<file path="src/rtl/jtpopeye_dma_ctr.sv">
// Address/remaining-count counter pair for the sprite DMA.
// A 10-bit wrapping address counter plus an 11-bit count of steps left.
// The top uses one instance on the issue side (RAM offsets) and one on the
// write side (object buffer index).
module jtpopeye_dma_ctr #(
    parameter logic [9:0] RST_ADDR = 10'h000
) (
    input  logic        clk,
    input  logic        rst,
    input  logic        load,
    input  logic [9:0]  load_addr,
    input  logic [10:0] load_left,
    input  logic        step,
    output logic [9:0]  addr,
    output logic        last
);

    logic [10:0] left;

    // Load a new block descriptor, or advance by one position; load wins over step.
    always_ff @(posedge clk) begin
        if (rst) begin
            addr <= RST_ADDR;
            left <= 11'd0;
        end else if (load) begin
            addr <= load_addr;
            left <= load_left;
        end else if (step) begin
            addr <= addr + 10'd1;
            left <= left - 11'd1;
        end
    end

    // One step remains: the step taken now is the final one of the block.
    assign last = (left == 11'd1);

endmodule

</file>
<file path="src/rtl/jtpopeye_dma.sv">
// Sprite DMA initiator for Popeye: grabs the Z80 bus, reads a block of main
// RAM through the CPU board DMA port and copies it into the object buffer.
//
// Bus handshake: busrq_n is driven low from REQ entry until RELEASE entry;
// the bus is ours only while busak_n samples low on cen. busak_n sampled high
// during READ/DRAIN means the bus was lost and the transfer is abandoned.
// RAM data for an offset issued on one cen is captured on the following cen.
module jtpopeye_dma #(
    parameter logic [9:0]  START = 10'h000,
    parameter logic [10:0] LEN   = 11'd1024
) (
    input  logic       clk,
    input  logic       rst,
    input  logic       cen,
    input  logic       start,
    output logic       busrq_n,
    input  logic       busak_n,
    output logic       dma_cs,
    output logic [9:0] AD_DMA,
    input  logic [7:0] DD_DMA,
    output logic [9:0] obj_addr,
    output logic [7:0] obj_data,
    output logic       obj_we,
    output logic       busy,
    output logic       done,
    output logic       abort
);

    localparam logic [2:0] ST_IDLE    = 3'd0;
    localparam logic [2:0] ST_REQ     = 3'd1;
    localparam logic [2:0] ST_READ    = 3'd2;
    localparam logic [2:0] ST_DRAIN   = 3'd3;
    localparam logic [2:0] ST_RELEASE = 3'd4;

    typedef enum logic [2:0] {
        IDLE    = ST_IDLE,
        REQ     = ST_REQ,
        READ    = ST_READ,
        DRAIN   = ST_DRAIN,
        RELEASE = ST_RELEASE
    } state_t;

    // Issue side starts with START already presented, so it counts the rest.
    localparam logic [10:0] LEN_M1 = LEN - 11'd1;

    state_t     state, state_nx;
    logic       pending, pending_nx;
    logic       busrq_nx, dma_cs_nx, busy_nx;
    logic       done_nx, abort_nx, we_nx;
    logic [9:0] oaddr_nx;
    logic [7:0] odata_nx;
    logic       iss_load, iss_step, iss_last;
    logic       wr_load, wr_step, wr_last;
    logic [9:0] wr_addr;

    jtpopeye_dma_ctr #(.RST_ADDR(START)) u_iss (
        .clk       (clk),
        .rst       (rst),
        .load      (iss_load),
        .load_addr (START),
        .load_left (LEN_M1),
        .step      (iss_step),
        .addr      (AD_DMA),
        .last      (iss_last)
    );

    jtpopeye_dma_ctr #(.RST_ADDR(10'h000)) u_wr (
        .clk       (clk),
        .rst       (rst),
        .load      (wr_load),
        .load_addr (10'h000),
        .load_left (LEN),
        .step      (wr_step),
        .addr      (wr_addr),
        .last      (wr_last)
    );

    // Next-state and next-output logic; every output is registered below.
    always_comb begin
        state_nx   = state;
        pending_nx = pending;
        busrq_nx   = busrq_n;
        dma_cs_nx  = dma_cs;
        done_nx    = 1'b0;
        abort_nx   = 1'b0;
        we_nx      = 1'b0;
        oaddr_nx   = obj_addr;
        odata_nx   = obj_data;
        iss_load   = 1'b0;
        iss_step   = 1'b0;
        wr_load    = 1'b0;
        wr_step    = 1'b0;

        if (start && state == IDLE) pending_nx = 1'b1;

        if (cen) begin
            case (state)
                IDLE: begin
                    if (pending) begin
                        pending_nx = 1'b0;
                        if (LEN == 11'd0) begin
                            done_nx = 1'b1;
                        end else begin
                            state_nx = REQ;
                            busrq_nx = 1'b0;
                        end
                    end
                end
                REQ: begin
                    if (!busak_n) begin
                        iss_load  = 1'b1;
                        wr_load   = 1'b1;
                        dma_cs_nx = 1'b1;
                        state_nx  = (LEN == 11'd1) ? DRAIN : READ;
                    end
                end
                READ, DRAIN: begin
                    if (busak_n) begin
                        state_nx  = RELEASE;
                        abort_nx  = 1'b1;
                        dma_cs_nx = 1'b0;
                        busrq_nx  = 1'b1;
                    end else begin
                        we_nx    = 1'b1;
                        odata_nx = DD_DMA;
                        oaddr_nx = wr_addr;
                        wr_step  = 1'b1;
                        if (state == READ) begin
                            iss_step = 1'b1;
                            if (iss_last) state_nx = DRAIN;
                        end else begin
                            state_nx  = RELEASE;
                            done_nx   = wr_last;
                            dma_cs_nx = 1'b0;
                            busrq_nx  = 1'b1;
                        end
                    end
                end
                RELEASE: begin
                    if (busak_n) state_nx = IDLE;
                end
                default: state_nx = IDLE;
            endcase
        end

        busy_nx = (state_nx != IDLE);
    end

    // State and registered outputs with synchronous reset.
    always_ff @(posedge clk) begin
        if (rst) begin
            state    <= IDLE;
            pending  <= 1'b0;
            busrq_n  <= 1'b1;
            dma_cs   <= 1'b0;
            obj_addr <= 10'h000;
            obj_data <= 8'h00;
            obj_we   <= 1'b0;
            busy     <= 1'b0;
            done     <= 1'b0;
            abort    <= 1'b0;
        end else begin
            state    <= state_nx;
            pending  <= pending_nx;
            busrq_n  <= busrq_nx;
            dma_cs   <= dma_cs_nx;
            obj_addr <= oaddr_nx;
            obj_data <= odata_nx;
            obj_we   <= we_nx;
            busy     <= busy_nx;
            done     <= done_nx;
            abort    <= abort_nx;
        end
    end

endmodule
</file>
<file path="config.mk">
export PLATFORM = sky130hd
export DESIGN_NAME = jtpopeye_dma
export DESIGN_NICKNAME = d
export VERILOG_FILES = /design/src/rtl/jtpopeye_dma_ctr.sv /design/src/rtl/jtpopeye_dma.sv
export SDC_FILE = /design/constraint.sdc
export NUM_CORES = 1
export LEC_CHECK = 0
export BUFFER_PORTS_ARGS = -buffer_cell sky130_fd_sc_hd__buf_2
export CORE_ASPECT_RATIO = 0.9
export CORE_MARGIN = 3
export CORE_UTILIZATION = 30
export DETAILED_ROUTE_END_ITERATION = 8
export PLACE_DENSITY = 0.54
export REMOVE_ABC_BUFFERS = 1
export SLEW_MARGIN = 20
export SYNTH_ARGS = -nofsm -noshare
export SYNTH_HDL_FRONTEND = slang
export SYNTH_SLANG_ARGS = --single-unit
</file>
<file path="constraint.sdc">
create_clock -name clk -period 3 [get_ports clk]
set_input_delay 0.3 -clock clk [delete_from_list [all_inputs] [get_ports clk]]
set_output_delay 0.3 -clock clk [all_outputs]
set_load 0.03 [all_outputs]
</file>
==> results of run 1 <==
## through the flow
step	hold slack (ns)	instance area (sq um)	worst slack (ns)	instances	setup TNS, ns
after floorplan	0.369	2910	-1.15	327	-20.66
final	0.192	3520	1.07	516	0
after global placement	0.441	3360	0.943	500	0
after detailed placement	0.445	3360	0.842	500	0
after global routing	0.194	3520	0.889	516	0
after CTS	0.175	3520	1.04	516	0
## synthesized netlist by cell type (all sizes together) (2+ instances only)
cell type,instances
dfxtp,70
nand2,58
a21oi,38
nor2,27
xor2,22
nand3,16
clkbuf,14
or3,9
nand4,8
o21ai,8
buf,7
ha,6
xnor2,6
inv,5
nor3,5
or4,5
and3,4
nor4,4
a31oi,3
and4,2
nand2b,2
nand3b,2
nor3b,2
nor4b,2
nor4bb,2
o21a,2
o31ai,2
or3b,2
## final cells by class
type	instances	area share [%]
multi-input combinational	252	42.8
sequential	70	39.8
timing repair buffer	51	7.97
tap	122	4.34
clock buffer	12	3.84
clock inverter	4	0.676
inverter	5	0.534
## worst register-to-register path, stage by stage, from the launching register on
cell	delay, ns
dfxtp_1	0.55
nor4bb_4	0.28
buf_4	0.37
nand2_1	0.15
or3_1	0.33
a31oi_1	0.17
## cells by family (layout without fill, tap and decap cells)
kind of cell | after synthesis | after routing | share of synthesized area (%)
compound gates | 61 | 61 | 11.5
xor+xnor | 28 | 28 | 8.19
mux | 1 | 1 | 0.376
buf+inv | 26 | 72 | 3.47
fa+ha+maj | 6 | 6 | 2.51
simple gates | 156 | 156 | 27.2
flops | 70 | 70 | 46.8
## path summary, 6_finish.rpt
kind                                                from                    endpoint  slack [ns]  depth (start not counted)
worst min-delay path                           DD_DMA[6]    obj_data[6]$_SDFFE_PP0P_        0.19                          3
worst min register to register  obj_addr[3]$_SDFFE_PP0P_    obj_addr[3]$_SDFFE_PP0P_        0.45                          2
worst max register to register       state[1]$_SDFF_PP0_  u_wr.left[10]$_SDFFE_PP0P_        1.07                          5
worst max-delay path                 state[1]$_SDFF_PP0_  u_wr.left[10]$_SDFFE_PP0P_        1.07                          5
## routing by layer
layer / vias to the layer above / share of wire [%] / wire length (microns) / GRT usage [%]
met3: 11 / 3.4 / 229 / 3.30
met5: - / 0 / 0 / 0
met2: 31 / 46 / 3050 / 19.2
li1: 1290 / - / - / -
met1: 1191 / 49 / 3290 / 15.9
met4: 0 / 1.9 / 129 / 5.61
## flip-flops by register name, summed over array words and instances, names as in the netlist
signal	flops
obj_we	1
u_wr.addr	10
obj_data	8
pending	1
done	1
u_iss.left	11
busrq_n	1
u_wr.left	11
obj_addr	10
u_iss.addr	10
busy	1
state	3
abort	1
dma_cs	1
## power groups by stage
stage          logic [W]  registers, W  clock network, W
3_3_place_gp    0.000108      0.000980                 0
3_5_place_dp    0.000109      0.000980                 0
6_report        0.000108      0.000959          0.000646
5_1_grt         0.000121      0.000961          0.000709
2_1_floorplan  0.0000563      0.000983                 0
4_1_cts         0.000109      0.000959          0.000676
==> flow_summary_export.csv, run 1 <==
group,metric,value,unit
final_layout,final_util,37.4,%
final_layout,drive_above_1_share,18.8,%
global_route,grt_pass1_vias,2390,
clock_tree,cts_setup_buffers,0,
power,swShare,25.0,%
power,vdd_ir_drop_max,0.000136,V
route,drc,0,
clock_tree,cts-root-buf,"clkbuf_8",
power,p_switching,0.000428,W
placement,dpl.hpwl,4540,microns
route,drtAntennaViolNets,0,
global_route,grt-ovfl-total,0,
timing,max_slew.worst_pin.slew,0.606,ns
floorplanning,start_util,31.8,%
critical_path,critPathKind,"flip-flop to flip-flop",
critical_path,crit_buf_inv,1,
final_layout,n_fill_cell,1002,
timing,rsz0062_at_grt,"no",
final_layout,ff_latch_area,0.00140,sq mm
final_layout,nNetsFinal,408,
timing,fin_skew,0.0121,ns
synthesis,synth-seq-cells,70,
synthesis,yosys_most_used_dff,"dfxtp_1",
critical_path,worst_path_largest_cell_delay,0.55,ns
route,wl,6700,microns
critical_path,path_max_fanout,35,
clock_tree,clock_sinks,70,
timing,hold_violations,0,
floorplanning,core_area,0.00941,sq mm
power,comb_power_share,6.3,%
critical_path,cp.arrival,2.20,ns
global_route,grt_max_degree,36,
critical_path,critPathTopFamily,"simple AND/OR/NAND/NOR gates",
synthesis,synthTopCellsByArea,"dfxtp_1, nand2_1, xor2_1",
route,routed_via_density,4.89,
floorplanning,fp.dieH,101,microns
final_layout,diodes,0,
synthesis,synth.top_cell.area_share,46.8,%
synthesis,yosysUniqueCellTypes,48,
final_layout,final_common_cell,"dfxtp_1",
clock_tree,ctsResizeCount,0,
clock_tree,h-tree-depth,3,
power,power_density,487,mW/mm^2
synthesis,syn_inst,348,
final_layout,areaGrowthSynthToFinish,17.4,%
timing,fin_crit,1.93,ns
synthesis,ys_warn_count,0,
floorplanning,row_count,33,
synthesis,seq_area_frac_synth,46.8,%
global_route,grt_pass1_wl,11200,microns
final_layout,multi_input_area,0.00151,sq mm
placement,portBuffers,46,
floorplanning,die-area,0.0112,sq mm
placement,place_congestion,0.780,
timing,max_freq,518,MHz
critical_path,setup.worst_path.start_class,"flip-flop",
synthesis,synth_edf_count,0,
synthesis,synth_top_area_cell,"dfxtp_1",
synthesis,synth_area_per_cell,8.61,sq um
floorplanning,io_pins,47,
synthesis,netlist_area,0.00300,sq mm
power,power_frac_seq,56.0,%
global_route,track_usage,12.3,%
power,total_power,0.00171,W
critical_path,cp_slowest_cell,"dfxtp_1",
power,p_clk_share,37.7,%
timing,setup_viol,0,
clock_tree,hold_buffers,0,
power,cellInternalPower,0.00128,W
synthesis,synthArstFlopShare,0,%
final_layout,layout.cells.most_common_list,"dfxtp_1, nand2_1, buf_2",
timing,fin_crit_sh,64.4,%
clock_tree,numCtsBuffers,9,
route,drt-initial-drc-count,85,
power,p_leak,1.37,nW
timing,slew_headroom,59.6,%
route,vias,2523,
critical_path,critical_path_required,3.27,ns
floorplanning,fp.dieW,111,microns
timing,final-max-slew-violation-count,0,
clock_tree,cts_tree,"yes",
run,cap_viol_max_count,0,
clock_tree,cts.clk_slew.worst_paths,0.08,ns
run_status,outcome,"finished clean",
route,dr.pass1.iters,4,
clock_tree,clk_latency,0.34,ns
critical_path,endpoint_kind,"flip-flop",
global_route,antenna_found_initial,0,
critical_path,crit_chain,"nor4bb_4, buf_4, nand2_1, or3_1, a31oi_1",
min_path,hold_path_class,"primary input to flip-flop",
route,wl_per_cell,13.0,microns
clock_tree,cts_buffer_depth,2,
(Power assumes the default switching activity.)
==> run 2, diff against run 1 <==
Settings changed: ABC_AREA set to 1, PLACE_DENSITY 0.54 to 0.53.
Clock period 3 ns to 1.9 ns, I/O delays scaled along.
==> run 2 against run 1 <==
Total power increased by 110%. Area after synthesis grew 8.9%. Critical path depth rose by 3. Hold slack lost 0.083 ns. Clock-buffer cell count is 3 lower. Sequential power rose by 56%. Sequential share of layout area fell by 4.5 points. Core utilization up 0.67 points. Worst setup slack got worse by 0.78 ns. Flip-flop and latch count unchanged. Highest routed layer unchanged.
==> flow_summary_export.csv, run 2 <==
group,metric,value,unit
critical_path,critPathKind,"flip-flop to flip-flop",
synthesis,synth_top_area_cell,"dfxtp_1",
clock_tree,cts.clk_slew.worst_paths,0.06,ns
timing,fin_crit_sh,84.6,%
final_layout,fin_area,0.00396,sq mm
min_path,hold_start,"DD_DMA[4]",
placement,place_area,0.00362,sq mm
route,routed_via_density,4.58,
synthesis,netlist_top_cells_count,"nand2_1, dfxtp_1, nor2_1",
timing,max_freq,622,MHz
clock_tree,cts_buffer_depth,2,
critical_path,reg2reg_depth,8,
timing,tns,0,ns
final_layout,layout.cells.most_common_list,"nand2_1, dfxtp_1, nor2_1",
route,drtAntennaViolNets,0,
critical_path,critical_path_required,2.17,ns
clock_tree,cts_tree,"yes",
synthesis,synth-seq-cells,70,
placement,portBuffers,46,
power,vdd_ir_drop_max,0.000514,V
clock_tree,cts-root-buf,"clkbuf_16",
route,drc,0,
clock_tree,clk_latency,0.33,ns
synthesis,synth_most_common_cell,"nand2_1",
min_path,worstHoldEndpoint,"obj_data[4]$_SDFFE_PP0P_",
clock_tree,cts_setup_buffers,0,
synthesis,syn_inst,451,
placement,place_congestion,0.812,
timing,setup_viol,0,
synthesis,ys_warn_count,0,
timing,final-max-slew-violation-count,0,
timing,fin_crit,1.61,ns
min_path,hold_path_class,"primary input to flip-flop",
min_path,holdPathStages,3,
global_route,grt_max_degree,28,
critical_path,r2r_end,"u_wr.left[2]$_SDFFE_PP0P_",
final_layout,diodes,0,
route,vias,2910,
final_layout,top_regs,"u_iss.left x11, u_wr.left x11",
placement,dpl.hpwl,5270,microns
synthesis,netlist_area,0.00326,sq mm
critical_path,path_max_fanout,18,
floorplanning,start_util,31.3,%
critical_path,r2r_slack,0.29,ns
final_layout,areaGrowthSynthToFinish,21.6,%
clock_tree,hold_buffers,0,
final_layout,drive_above_1_share,18.1,%
global_route,grt_pass1_vias,2757,
synthesis,synth_edf_count,0,
final_layout,nNetsFinal,521,
global_route,track_usage,12.8,%
clock_tree,ctsResizeCount,0,
timing,max_slew.worst_pin.slew,0.379,ns
critical_path,cp.arrival,1.88,ns
floorplanning,row_count,35,
synthesis,yosys_most_used_dff,"dfxtp_1",
floorplanning,fp.dieH,105,microns
global_route,grt_pass1_wl,12600,microns
floorplanning,die-area,0.0122,sq mm
clock_tree,numCtsBuffers,9,
power,power_density,920,mW/mm^2
synthesis,synthArstFlopShare,0,%
run,cap_viol_max_count,0,
global_route,antenna_found_initial,0,
run_status,outcome,"finished clean",
synthesis,yosysUniqueCellTypes,33,
route,wl_per_cell,11.6,microns
global_route,grt-ovfl-total,0,
route,dr.pass1.iters,5,
clock_tree,h-tree-depth,3,
timing,hold_violations,0,
synthesis,synth_area_per_cell,7.23,sq um
floorplanning,io_pins,47,
critical_path,endpoint_kind,"flip-flop",
critical_path,worstReg2RegStart,"state[2]$_SDFF_PP0_",
synthesis,seq_area_frac_synth,43.0,%
synthesis,synth.top_cell.area_share,43.0,%
clock_tree,clock_sinks,70,
final_layout,final_common_cell,"nand2_1",
route,wl,7350,microns
floorplanning,core_area,0.0104,sq mm
route,drt-initial-drc-count,80,
synthesis,synthTopCellsByArea,"dfxtp_1, nand2_1, nor2_1",
timing,fin_skew,0.00806,ns
critical_path,setup.worst_path.start_class,"flip-flop",
timing,rsz0062_at_grt,"no",
power,p_leak,1.77,nW
floorplanning,fp.dieW,116,microns
timing,slew_headroom,74.6,%
[run 2: cell types whose count changed after synthesis, sizes merged, moves of 4 or more]
| cell | delta |
|---|---|
| clkbuf | -10 |
| and3 | -4 |
| inv | +60 |
| xor2 | -18 |
| nor2 | +50 |
| a21oi | -5 |
| xnor2 | -6 |
| or3 | -9 |
| or4 | -5 |
| o21ai | +24 |
| nand3 | +13 |
| nand2 | +33 |
[run 2: layout make-up]
class,instances,area [sq um]
clock buffers,9,225
repair buffers,52,275
multi-input cells,303,1530
fillers,1095,6460
clock inverters,7,123
flip-flops and latches,70,1400
well taps,129,161
inverters,66,248
[run 2: metrics by stage]
step / total power [W] / hold WS (ns) / util [%] / std cells / setup WS [ns]
floorplan: 0.00166 / 0.259 / - / 439 / 0.174
global placement: 0.00173 / 0.440 / 34.7 / 620 / 0.303
detailed placement: 0.00173 / 0.451 / 34.7 / 620 / 0.277
CTS: 0.00369 / 0.102 / 38.0 / 636 / 0.259
global route: 0.00378 / 0.125 / 38.0 / 636 / 0.101
finish: 0.00365 / 0.110 / 38.0 / 636 / 0.292
[run 2: worst max-delay path by stage]
| stage | from | endpoint | slack [ns] | depth (start not counted) |
|---|---|---|---|---|
| floorplan | state[1]$_SDFF_PP0_ | u_wr.addr[9]$_SDFFE_PP0P_ | 0.17 | 8 |
| global placement | state[2]$_SDFF_PP0_ | u_wr.left[2]$_SDFFE_PP0P_ | 0.30 | 8 |
| finish | state[2]$_SDFF_PP0_ | u_wr.left[2]$_SDFFE_PP0P_ | 0.29 | 8 |
| detailed placement | state[2]$_SDFF_PP0_ | u_wr.left[2]$_SDFFE_PP0P_ | 0.28 | 8 |
| CTS | state[2]$_SDFF_PP0_ | u_wr.left[2]$_SDFFE_PP0P_ | 0.26 | 8 |
| global route | state[2]$_SDFF_PP0_ | u_wr.left[2]$_SDFFE_PP0P_ | 0.10 | 8 |
[run 2: cells by family (layout without fill, tap and decap cells)]
logic type      Yosys count  count (layout)  synth area share, %
flops                    70              70                 43.0
fa+ha+maj                 6               6                 2.30
buf+inv                  78             134                 10.1
compound gates           77              77                 12.8
xor+xnor                  4               4                 1.07
simple gates            216             216                 30.7
[run 2: layer usage]
layer / global-route usage [%] / vias to the layer above / routed length [microns]
met2: 20.2 / 57 / 3380
met1: 16.8 / 1302 / 3550
li1: - / 1539 / -
met5: 0 / - / 0
met3: 3.18 / 12 / 302
met4: 4.72 / 0 / 115
[run 2: worst max-delay path: stages (launching register included)]
cell	delay, ns
dfxtp_1	0.39
inv_1	0.10
nand3_1	0.16
nor2_4	0.07
nor2_4	0.28
inv_2	0.24
a21oi_1	0.16
o21ai_0	0.09
inv_1	0.05
[run 2: power by group]
group | switching (W) | internal, W | leakage, nW | total [W]
logic | 0.000132 | 0.0000645 | 1.05 | 0.000196
clock network | 0.000663 | 0.00129 | 0.162 | 0.00195
registers | 0.0000134 | 0.00149 | 0.565 | 0.00150
total | 0.000808 | 0.00284 | 1.77 | 0.00365
==> run 3, diff against run 2 <==
Settings changed: PLACE_DENSITY 0.53 to 0.55.
Clock period 1.9 ns to 1.47 ns, I/O delays scaled along.
==> run 3 against run 2 <==
Die area unchanged. Clock skew decreased by 0.0036 ns. Critical path depth unchanged. Final cell count increased by 3.0%. Register-to-register slack got worse by 0.23 ns. Core utilization increased by 2.1 points. First-iteration DRC count increased by 73%. Clock power increased by 28%. Worst setup slack got worse by 0.23 ns. Total power increased by 29%. Routed wire length increased by 4.2%. Highest routed layer unchanged.
==> flow_summary_export.csv, run 3 (synthesized netlist as in run 2, its figures left out) <==
group,metric,value,unit
floorplanning,fp.dieH,105,microns
placement,place_ws,0.0174,ns
power,p_leak,1.89,nW
global_route,grt_pass1_vias,2868,
route,drt-initial-drc-count,138,
route,drtAntennaViolNets,0,
global_route,antenna_found_initial,0,
timing,setup_slack,0.0654,ns
placement,place_congestion,0.802,
critical_path,critical_path_required,1.69,ns
floorplanning,core_area,0.0104,sq mm
timing,max_freq,712,MHz
final_layout,nNetsFinal,540,
route,dr.pass1.iters,4,
clock_tree,hold_buffers,0,
floorplanning,die-area,0.0122,sq mm
critical_path,cp_slowest_cell,"dfxtp_2",
clock_tree,cts-root-buf,"clkbuf_16",
clock_tree,cts_buffer_depth,2,
critical_path,cp_common_cell,"nor2_4",
power,comb_power_share,5.9,%
power,p_clk_share,52.9,%
timing,setup_viol,0,
floorplanning,start_util,31.3,%
final_layout,n_fill_cell,1069,
placement,portBuffers,46,
critical_path,crit_chain,"inv_2, nor2_4, buf_4, nand3_1, nor2_4, nand2_1, o21ai_0, a21oi_1",
power,swShare,21.0,%
power,vdd_ir_drop_max,0.000621,V
clock_tree,clk_latency,0.33,ns
critical_path,critPathKind,"flip-flop to flip-flop",
route,vias,2990,
global_route,track_usage,13.4,%
global_route,grt-ovfl-total,0,
floorplanning,row_count,35,
timing,slew_headroom,72.3,%
placement,dp.cells,631,
timing,fin_crit_sh,95.6,%
clock_tree,clock_sinks,70,
global_route,grt_max_degree,24,
floorplanning,fp.dieW,116,microns
timing,rsz0062_at_grt,"yes",
clock_tree,h-tree-depth,3,
timing,tns,0,ns
critical_path,endpoint_kind,"flip-flop",
critical_path,cp.arrival,1.63,ns
run,cap_viol_max_count,0,
route,wl,7660,microns
final_layout,diodes,0,
critical_path,worst_path_largest_cell_delay,0.35,ns
timing,fin_skew,0.00448,ns
final_layout,final_common_cell,"nand2_1",
final_layout,areaGrowthSynthToFinish,28.2,%
critical_path,path_max_fanout,7,
timing,max_slew.worst_pin.slew,0.412,ns
final_layout,instances_no_fill,655,
final_layout,top_regs,"u_iss.left x11, u_wr.left x11",
power,cellInternalPower,0.00372,W
timing,hold_violations,0,
power,p_switching,0.000993,W
timing,final-max-slew-violation-count,0,
timing,fin_crit,1.40,ns
power,power_frac_seq,41.2,%
final_layout,drive_above_1_share,23.8,%
global_route,grt_pass1_wl,13000,microns
placement,dpl.hpwl,5540,microns
run_status,outcome,"finished clean",
route,drc,0,
clock_tree,cts.clk_slew.worst_paths,0.06,ns
route,routed_via_density,4.56,
route,wl_per_cell,11.7,microns
power,power_density,1130,mW/mm^2
final_layout,layout.cells.most_common_list,"nand2_1, dfxtp_1, nor2_1",
clock_tree,numCtsBuffers,9,
critical_path,setup.worst_path.start_class,"flip-flop",
min_path,hold_path_class,"primary input to flip-flop",
floorplanning,io_pins,47,
clock_tree,cts_tree,"yes",
run 3: power groups by stage:
stage | Clock (W) | Sequential [W] | Combinational (W)
after detailed placement | 0 | 0.00198 | 0.000272
after floorplan | 0 | 0.00200 | 0.000151
after global placement | 0 | 0.00198 | 0.000270
after global routing | 0.00267 | 0.00194 | 0.000314
final | 0.00250 | 0.00194 | 0.000278
after CTS | 0.00256 | 0.00194 | 0.000273
run 3: stage by stage:
stage	util [%]	area (sq um)	hold slack (ns)	power, W
2_1_floorplan	-	3180	0.216	0.00215
5_1_grt	40.1	4180	0.0736	0.00493
3_5_place_dp	35.6	3710	0.403	0.00225
4_1_cts	38.9	4060	0.0590	0.00478
6_report	40.1	4180	0.0683	0.00472
3_3_place_gp	35.6	3710	0.401	0.00225
run 3: final cells by class:
class / instances / area (sq um) / area share, %
clock buffer: 10 / 239 / 5.72
timing repair buffer: 71 / 453 / 10.8
inverter: 66 / 255 / 6.10
tap: 129 / 161 / 3.86
sequential: 70 / 1410 / 33.6
clock inverter: 6 / 109 / 2.60
multi-input combinational: 303 / 1560 / 37.3
run 3: routing by layer:
layer / part of all wire, % / track usage [%] / up-vias
met5: 0 / 0 / -
met4: 1.5 / 4.81 / 0
met3: 5.5 / 4.98 / 13
met2: 45 / 21.0 / 61
met1: 48 / 16.7 / 1345
li1: - / - / 1571
run 3: worst paths after layout:
path,start,end,slack (ns),cells after the start
hold / removal,DD_DMA[4],obj_data[4]$_SDFFE_PP0P_,0.07,3
setup reg to reg,state[1]$_SDFF_PP0_,u_wr.left[6]$_SDFFE_PP0P_,0.07,8
setup / recovery,state[1]$_SDFF_PP0_,u_wr.left[6]$_SDFFE_PP0P_,0.07,8
hold reg to reg,dma_cs$_SDFFE_PP0P_,dma_cs$_SDFFE_PP0P_,0.46,2
run 3: worst max-delay path: cells and delay by family, from the launching register on:
kind	cells	cell delay [ns]
DFF	1	0.35
buffers and inverters	2	0.17
AOI/OAI and AO/OA	2	0.22
and+or+nand+nor	4	0.55
run 3: repair_timing:
action,4_1_cts,5_1_grt
gates resized for setup,0,26
endpoints found under the setup margin,0,37
buffers inserted,0,8
